[config.mk]
export PLATFORM = sky130hd
export DESIGN_NAME = branch_resolve_unit
export DESIGN_NICKNAME = d
export VERILOG_FILES = /design/src/rtl/branch_resolve_unit.sv
export SDC_FILE = /design/constraint.sdc
export NUM_CORES = 1
export LEC_CHECK = 0
export CORE_MARGIN = 2
export CORE_UTILIZATION = 50
export CTS_CLUSTER_DIAMETER = 80
export DETAILED_ROUTE_END_ITERATION = 10
export GPL_ROUTABILITY_DRIVEN = 0
export PLACE_DENSITY = 0.73
export SYNTH_ARGS = -nofsm -noshare
export SYNTH_HDL_FRONTEND = slang
export SYNTH_SLANG_ARGS = --single-unit
[constraint.sdc]
create_clock -name CLK -period 5.5 [get_ports CLK]
set_clock_uncertainty 0.15 [all_clocks]
set_input_delay 0.825 -clock CLK [delete_from_list [all_inputs] [get_ports CLK]]
set_output_delay 0.825 -clock CLK [all_outputs]
set_load 0.005 [all_outputs]
[src/rtl/branch_resolve_unit.sv]
// Branch resolve unit: queues predicted BEQ/BNE records from decode, checks each against the
// EX outcome in order, trains the predictor and raises flush/redirect on a mispredict.
module branch_resolve_unit #(
  parameter int DEPTH = 4,
  parameter int CNTW  = 16
) (
  input  logic            CLK,
  input  logic            nRST,
  input  logic            pr_push,
  input  logic            pr_taken,
  input  logic [1:0]      pr_index,
  input  logic [31:0]     pr_target,
  input  logic [31:0]     pr_npc,
  input  logic            rs_valid,
  input  logic            rs_taken,
  output logic            full,
  output logic            upd_en,
  output logic [1:0]      upd_index,
  output logic            upd_taken,
  output logic            flush,
  output logic [31:0]     redirect_pc,
  output logic [CNTW-1:0] br_count,
  output logic [CNTW-1:0] mp_count,
  output logic            underflow
);

  localparam int AW = $clog2(DEPTH);
  typedef logic [AW:0] ptr_t;

  function automatic logic [CNTW-1:0] sat_inc(input logic [CNTW-1:0] v);
    return (v == {CNTW{1'b1}}) ? v : v + 1'b1;
  endfunction

  ptr_t          rd_ptr_p0, wr_ptr_p0;
  ptr_t          rd_ptr_nxt, wr_ptr_nxt;
  logic [AW-1:0] rd_idx, wr_idx;

  logic          q_taken  [DEPTH];
  logic [1:0]    q_index  [DEPTH];
  logic [31:0]   q_target [DEPTH];
  logic [31:0]   q_npc    [DEPTH];

  logic          empty, is_full, pop, mispred, push_ok;

  logic            vld_p1;
  logic            flush_p1;
  logic [1:0]      index_p1;
  logic            taken_p1;
  logic [31:0]     redirect_p1;
  logic [CNTW-1:0] br_cnt_p1;
  logic [CNTW-1:0] mp_cnt_p1;
  logic            underflow_p1;

  // Stage p0: queue occupancy and resolve decision
  assign rd_idx  = rd_ptr_p0[AW-1:0];
  assign wr_idx  = wr_ptr_p0[AW-1:0];
  assign empty   = (rd_ptr_p0 == wr_ptr_p0);
  assign is_full = (rd_idx == wr_idx) && (rd_ptr_p0[AW] != wr_ptr_p0[AW]);

  assign pop     = rs_valid && !empty;
  assign mispred = pop && (rs_taken != q_taken[rd_idx]);
  // A push racing a mispredict is on the wrong path and is discarded
  assign push_ok = pr_push && (!is_full || pop) && !mispred;

  always_comb begin
    rd_ptr_nxt = rd_ptr_p0;
    wr_ptr_nxt = wr_ptr_p0;
    if (pop)
      rd_ptr_nxt = rd_ptr_p0 + ptr_t'(1);
    if (mispred)
      wr_ptr_nxt = rd_ptr_nxt;
    else if (push_ok)
      wr_ptr_nxt = wr_ptr_p0 + ptr_t'(1);
  end

  always_ff @(posedge CLK) begin
    if (push_ok) begin
      q_taken[wr_idx]  <= pr_taken;
      q_index[wr_idx]  <= pr_index;
      q_target[wr_idx] <= pr_target;
      q_npc[wr_idx]    <= pr_npc;
    end
  end

  // Stage p1: registered training, redirect and statistics outputs
  always_ff @(posedge CLK or negedge nRST) begin
    if (!nRST) begin
      rd_ptr_p0    <= '0;
      wr_ptr_p0    <= '0;
      vld_p1       <= 1'b0;
      flush_p1     <= 1'b0;
      index_p1     <= '0;
      taken_p1     <= 1'b0;
      redirect_p1  <= '0;
      br_cnt_p1    <= '0;
      mp_cnt_p1    <= '0;
      underflow_p1 <= 1'b0;
    end else begin
      rd_ptr_p0 <= rd_ptr_nxt;
      wr_ptr_p0 <= wr_ptr_nxt;
      vld_p1    <= pop;
      flush_p1  <= mispred;
      if (pop) begin
        index_p1  <= q_index[rd_idx];
        taken_p1  <= rs_taken;
        br_cnt_p1 <= sat_inc(br_cnt_p1);
      end
      if (mispred) begin
        redirect_p1 <= rs_taken ? q_target[rd_idx] : q_npc[rd_idx];
        mp_cnt_p1   <= sat_inc(mp_cnt_p1);
      end
      if (rs_valid && empty)
        underflow_p1 <= 1'b1;
    end
  end

  assign full        = is_full;
  assign upd_en      = vld_p1;
  assign upd_index   = index_p1;
  assign upd_taken   = taken_p1;
  assign flush       = flush_p1;
  assign redirect_pc = redirect_p1;
  assign br_count    = br_cnt_p1;
  assign mp_count    = mp_cnt_p1;
  assign underflow   = underflow_p1;

endmodule

Word level (Yosys, flattened, before mapping). Memories as Yosys holds them, arrays and structs flattened. A register that Yosys moved wholly into a read port is not among the register bits. Cells that the tools add are included. Widths: inputs -> output; s select.

Add/sub/neg operators: 4. Eq/ne operators: 6. Multiplexer cells: 6. Bitwise operators: 2. Reduce and logical (&&, ||, !) cells: 14.

Operators with widths (count): $add 16x1->16 const B (2); $eq 16x16->1 const B (2); $mux 32 (1); $mux 3 (3); $add 3x1->3 const B (2); $logic_and 1x1->1 (6); $logic_not 1->1 (4); $reduce_and 2->1 (2); $eq 3x3->1 (1); $eq 2x2->1 (1); $mux 1 (2); $ne 1x1->1 (2); $not 1->1 (2); $reduce_bool 2->1 (1); $logic_or 1x1->1 (1).

Flip-flop bits (word level): 74. Memory bits (writable): 268. Input bits: 72. Memories: 4.

Memories: q_npc (words 4, bits a word 32, read ports 1, clocked after Yosys merged registers in 0, wr ports 1, RTL line 41) `logic [31:0] q_npc [DEPTH];`; q_target (words 4, bits a word 32, read ports 1, clocked after Yosys merged registers in 0, wr ports 1, RTL line 40) `logic [31:0] q_target [DEPTH];`; q_index (words 4, bits a word 2, read ports 1, clocked after Yosys merged registers in 1, wr ports 1, RTL line 39) `logic [1:0] q_index [DEPTH];`; q_taken (words 4, bits a word 1, read ports 1, clocked after Yosys merged registers in 0, wr ports 1, RTL line 38) `logic q_taken [DEPTH];`.

Depth between registers and ports, before layout. Gate-level depths: netlist (run 1).

Depth after elaboration: 8. Depth in mapped cells: 9. Mapped depth without buffers: 6.

Least setup slack after synthesis (run 1). Ideal clock, no wire load.

Path kind: input to register. Start: in rs_taken. End: mem q_index[3][0], enable pin. Setup time: 0.492 ns. Data arrival time: 4.507 ns. Required time: 4.858 ns. Setup slack: 0.351 ns. Stages on the path: 6. Path through: clkbuf_1 -> xnor2_2 -> nor2_1 -> buf_2 -> buf_2 -> nor2_1.

Cells in the longest elaborated chain, start to end: 6.

Ends and longest elaborated chain: start: declaration (RTL line 15) `input logic rs_taken,`; $ne 1x1->1 (RTL line 61) `assign mispred = pop && (rs_taken != q_taken[rd_idx]);`; $logic_and 1x1->1 (RTL line 61); net mispred (RTL line 43) `logic empty, is_full, pop, mispred, push_ok;`; $logic_not 1->1 (RTL line 63) `assign push_ok = pr_push && (!is_full || pop) && !mispred;`; $logic_and 1x1->1 (RTL line 63); $mux 1 (RTL line 77) `if (push_ok) begin`; $mux 1 (not written as such) (RTL line 79) `q_index[wr_idx] <= pr_index;`; end: declaration (RTL line 39).

The timed path passes the listed nets, and every way through them passes these cells.

Final worst setup path (run 1).
Start: reg rd_ptr_p0[1]. End: out full.

Cells in the longest elaborated chain, start to end: 2.

Ends and longest elaborated chain: start: declaration (RTL line 34) `ptr_t rd_ptr_p0, wr_ptr_p0;`; start signal: assignment (RTL line 99) `rd_ptr_p0 <= rd_ptr_nxt;`; $eq 2x2->1 (RTL line 58) `assign is_full = (rd_idx == wr_idx) && (rd_ptr_p0[AW] != wr_ptr_p0[AW]);`; $logic_and 1x1->1 (RTL line 58); end: declaration (RTL line 16) `output logic full,`.

No other way between the ends.

==> metrics.txt, run 1 <==
global route total overflow 0; worst vdd ir 361 uV; reg2reg setup slack 1.67 ns; WL/cell roughly 21 um; RR Startpoint rd_ptr_p0[1]$_DFF_PN0_; sequential-to-total area share from yosys stat 75.0%; main combinational cell family by area after synthesis multiplexers; Initial Util 50.9%; cell with the most instances after synthesis edfxtp_1; n_diodes 0; All-Layer GR Usage 18.2%; first-pass GRT wire length 39.5 mm; H-tree depth 2; synthesized area per cell 19.6 um^2; post-CTS setup buffer count 0; Worst Hold Class reg2reg; Hold Crit Depth 1; cell area after placement 15000 um^2; Critical R2R Capture q_npc[1][23]$_DFFE_PP_; Adder-Cell Fraction of Synth Area 0.660%; vias 6708; share of cells above drive strength 1 16.7%; clk sink count roughly 340; CTS clk-pin slew, worst paths ~0.060 ns; dpl ws 1.61 ns; Post-Synth Simple-Gate Area ~4.1%; Max clock buf depth 3; DRT Pass-1 Iters 4; Die X 167 um; fmax 0.254 GHz; synth warn 0; largest net degree at the start of global routing 77; Cell Area, Synth 13300 um^2; area of the core 26100 um^2; DRC errors left 0; syn_nets 757; mux cell area share after synthesis around 14%; Max Cap Violations 0; crit share post-route 71.5%; worst hold start underflow$_DFFE_PN0P_; Hold EP underflow$_DFFE_PN0P_; CTS tree done; clk root buf clkbuf_16; Top Ports roughly 140; Area growth syn-to-layout 21.4%; std cell rows 59; Post-synth top flop edfxtp_1; fin nets 908; Synth top area share between 60% and 70%; status complete, no violations; area fraction in compound gates after synthesis 1.86%; vias in the first global route around 7100; Yosys reg bits 344; final setup vio count 0; Leak Pwr 5.63 nW; Rel. slew slack 29.7%; XOR/XNOR share of the synthesized area 2.57%; die area 27800 um^2; sequential cell area between 9000 and 10000 um^2; Antenna Violating Nets Remaining 0; Initial DRC Count 643; initial antenna violation count 0; CTS Buf Count 34; Crit Path Category reg2out; commonest cells in the netlist edfxtp_1, dfrtp_1, mux4_2; critical-path maximum fanout 70; Yosys cell types 40; Clk Latency, worst-skew pair 0.50 ns; Die H 167 um; EDFF count, synth between 200 and 300; power per cell area 519 nW/um^2; Fill cells 1866; CP startpoint rd_ptr_p0[1]$_DFF_PN0_; Routed WL about 25 mm; Worst setup EP type primary output; count of hold-fix buffers inserted at cts 0; hpwl dp 14.5 mm; area occupied by multi-input gates 3150 um^2; largest area contributor in the netlist edfxtp_1; ys async rst share 22.1%; PortBufs 142; cts repair resizes 0; Max Slew Vio Count 0; CP arrival 2.96 ns; worst reg-to-reg path cell count 5; Worst-Margin Slew roughly 1.1 ns; DR vias/cell 5.64; Hold Fails Final Rpt 0; Finished Cell Area 16100 um^2; Final Worst Setup Slack roughly 1.6 ns; CP startpoint kind flip-flop; RSZ-0062 raised after global routing false; post-route setup TNS 0 ns; min cycle time layout 3.93 ns; CP required ~4.5 ns; top cells by area, synth edfxtp_1, dfrtp_1, mux4_2, mux2i_1, xnor2_1; Syn Inst Count 678
==> routing by layer <==
metal	wire [um]	vias to the layer above	GRT usage, %
met3	1460	38	3.21
met4	498	0	5.17
li1	-	2979	-
met5	0	-	0
met1	10300	3475	24.4
met2	12700	216	30.9
==> cells in the final DEF (no fill, tap or decap), drive strengths merged, types with 10 or more instances in the layout <==
cell | synthesis | layout
xor2 | 18 | 18
clkdlybuf4s50 | 0 | 140
edfxtp | 268 | 268
clkinv | 0 | 10
xnor2 | 20 | 20
nand3 | 12 | 12
clkbuf | 11 | 47
nand2 | 13 | 13
mux4 | 67 | 67
mux2i | 34 | 34
nor2 | 44 | 44
nand4 | 11 | 11
a21oi | 32 | 32
dfrtp | 76 | 76
==> report_power, final <==
part           switching (W)  total [W]  internal (W)
logic               0.000996    0.00217       0.00118
registers           0.000432    0.00392       0.00348
clock network       0.000918    0.00227       0.00136
==> area by class of cell <==
type | count | share of cell area [%]
Clock buffer | 47 | 5.91
Sequential cell | 344 | 61.9
Clock inverter | 14 | 0.948
Inverter | 6 | 0.140
Timing Repair Buffer | 146 | 8.97
Multi-Input combinational cell | 297 | 19.6
Tap cell | 335 | 2.60
==> sequential cells by signal, summed over array words and instances (netlist names) <==
signal,flops
underflow,1
q_index,8
flush,1
upd_index,2
redirect_pc,32
q_target,128
q_taken,4
rd_ptr_p0,3
wr_ptr_p0,3
q_npc,128
upd_en,1
mp_count,16
upd_taken,1
br_count,16
==> per-stage QoR <==
stage,hold WS [ns],power (W),utilization (%),cells
2_1_floorplan,0.301,0.00531,-,678
3_3_place_gp,0.309,0.00608,57.5,1128
3_5_place_dp,0.317,0.00618,57.5,1128
4_1_cts,0.328,0.00848,61.8,1189
5_1_grt,0.347,0.00879,61.8,1189
6_report,0.324,0.00836,61.8,1189
==> critical path, stage by stage, from the launching register on <==
cell,delay [ns]
dfrtp_4,1.08
xor2_1,0.29
or3_1,0.47
inv_1,0.11
clkdlybuf4s50_1,0.50
==> how the worst max path moves through the flow <==
| stage | to | slack [ns] | cells past startpoint |
|---|---|---|---|
| 3_3_place_gp | q_npc[0][8]$_DFFE_PP_ | 1.75 | 5 |
| 2_1_floorplan | q_index[3][0]$_DFFE_PP_ | 0.35 | 6 |
| 3_5_place_dp | q_npc[2][15]$_DFFE_PP_ | 1.61 | 5 |
| 6_report | full | 1.57 | 4 |
| 5_1_grt | full | 1.45 | 4 |
| 4_1_cts | full | 1.50 | 4 |
==> logic make-up after synthesis <==
family	Yosys count
mux	107
compound gates	41
flops	344
simple gates	104
buf+inv	37
fa+ha+maj	7
xor+xnor	38
Power figures use the tool's default switching activity.
==> run 2, diff against run 1 <==
Settings changed: PLACE_DENSITY 0.73 to 0.76.
Clock period 5.5 ns to 3.3 ns, I/O delays scaled along.
==> run 2 against run 1 <==
Sequential power grew 59%. Power up 72%. Count of clock-buffer cells in the layout grew 10. Critical path depth did not move. Final area increased by 1.9%. Sequential share of layout area down 1.2 points. First-iteration DRC count shrank 6.4%. Non-clock buffer count is 13 higher. Clock power rose by 81%.
==> metrics.txt, run 2 (synthesis results as in run 1) <==
Max Slew Vio Count 0; All-Layer GR Usage 18.5%; Worst path max stage delay approximately 0.5 ns; Initial DRC Count 602; Fill cells 1812; Worst Hold Class reg2reg; post-CTS setup buffer count 0; area of the core 26100 um^2; Worst-Margin Slew 1.08 ns; DR vias/cell 5.53; clk sink count around 340; NetSw just over 0.004 W; first-pass GRT wire length 40.0 mm; initial antenna violation count 2; CTS tree done; Sw Share around 28%; cts repair resizes 0; crit share post-route ~88%; Initial Util 50.9%; crit path cell chain xor2_1 > or3_1 > inv_1 > clkdlybuf4s50_1; fin nets 924; DRC errors left 0; Die H 167 um; hpwl dp around 15 mm; Hold Fails Final Rpt 0; post-route setup TNS 0 ns; Int Pwr 0.0104 W; worst vdd ir 587 uV; CTS clk-pin slew, worst paths approximately 0.060 ns; status complete, no violations; Top Ports 143; largest net degree at the start of global routing between 70 and 80; DRT Pass-1 Iters 5; die area 27800 um^2; Comb power frac 28.0%; critical-path maximum fanout 4; PortBufs 142; commonest non-fill, non-tap cell in the layout edfxtp_1; share of cells above drive strength 1 18.3%; clock network power share 28.6%; non-filler cells, final ~1200; CP required 2.65 ns; CP arrival around 2.2 ns; power per cell area 878 nW/um^2; RSZ-0062 raised after global routing false; clk root buf clkbuf_16; Leak Pwr 5.77 nW; Rel. slew slack between 20% and 30%; post-placement cell count 1140; Area growth syn-to-layout 23.7%; vias between 6000 and 7000; H-tree depth 2; Routed WL 25.1 mm; fmax 0.346 GHz; most frequent cells in the layout edfxtp_1, clkdlybuf4s50_1, dfrtp_1, mux4_2, nor2_1; crit path max-delay cell type dfrtp_4; std cell rows 59; vias in the first global route 7085; Max clock buf depth 3; Clk Latency, worst-skew pair 0.52 ns; Crit Path Category reg2out; sequential cell area 9960 um^2; global route total overflow 0; CTS Buf Count 37; Sequential Power Share 43.5%; WL/cell 20.7 um; Worst setup EP type primary output; min cycle time layout 2.89 ns; count of hold-fix buffers inserted at cts 1; final setup vio count 0; Max Cap Violations 0; Die X 167 um; area occupied by multi-input gates 3150 um^2; CP startpoint kind flip-flop; Antenna Violating Nets Remaining 0
[run 2: critical path, delay by kind of cell, from the launching register on]
| kind | cells | cell delay (ns) |
|---|---|---|
| xor+xnor | 1 | 0.21 |
| simple gates | 1 | 0.45 |
| flops | 1 | 0.51 |
| buf+inv | 2 | 0.57 |
[run 2: final cells by class]
cell class | count | share of cell area, %
multi-input combinational | 297 | 19.2
tap | 335 | 2.56
clock inverter | 11 | 0.915
inverter | 6 | 0.137
clock buffer | 57 | 6.59
sequential | 344 | 60.7
antenna | 1 | 0.0153
timing repair buffer | 159 | 9.87
[run 2: stage by stage]
stage               util, %  worst slack (ns)  area, um^2  total power (W)  hold slack [ns]
floorplan                 -             0.165       13300          0.00883           0.0494
global placement       58.2             0.526       15200           0.0103            0.289
detailed placement     58.2             0.457       15200           0.0104            0.305
CTS                    62.9             0.390       16400           0.0146            0.322
global route           62.9             0.334       16400           0.0151            0.362
finish                 62.9             0.412       16400           0.0144            0.320
[run 2: power by group through the flow]
| stage | clock (W) | sequential [W] | combinational (W) |
|---|---|---|---|
| finish | 0.00411 | 0.00625 | 0.00403 |
| global route | 0.00436 | 0.00636 | 0.00442 |
| CTS | 0.00419 | 0.00626 | 0.00413 |
| detailed placement | 0 | 0.00634 | 0.00410 |
| global placement | 0 | 0.00629 | 0.00402 |
| floorplan | 0 | 0.00621 | 0.00262 |
[run 2: layer usage]
metal | track usage, % | part of all wire, % | vias to the layer above
li1 | - | - | 3023
met5 | 0 | 0.052 | -
met4 | 4.87 | 2.0 | 2
met1 | 25.8 | 44 | 3418
met3 | 4.13 | 6.0 | 47
met2 | 30.0 | 48 | 203
[run 2: final timing paths]
path                                        startpoint                           to  slack (ns)  depth (start not counted)
min in group asynchronous                         nRST      br_count[3]$_DFFE_PN0P_        0.42                          2
worst max-delay path            rd_ptr_p0[1]$_DFF_PN0_                         full        0.41                          4
max in group asynchronous                         nRST  redirect_pc[12]$_DFFE_PN0P_        1.84                          3
worst min register to register   underflow$_DFFE_PN0P_        underflow$_DFFE_PN0P_        0.32                          1
worst min-delay path             underflow$_DFFE_PN0P_        underflow$_DFFE_PN0P_        0.32                          1
worst max register to register  rd_ptr_p0[0]$_DFF_PN0_       q_npc[0][24]$_DFFE_PP_        0.63                          6
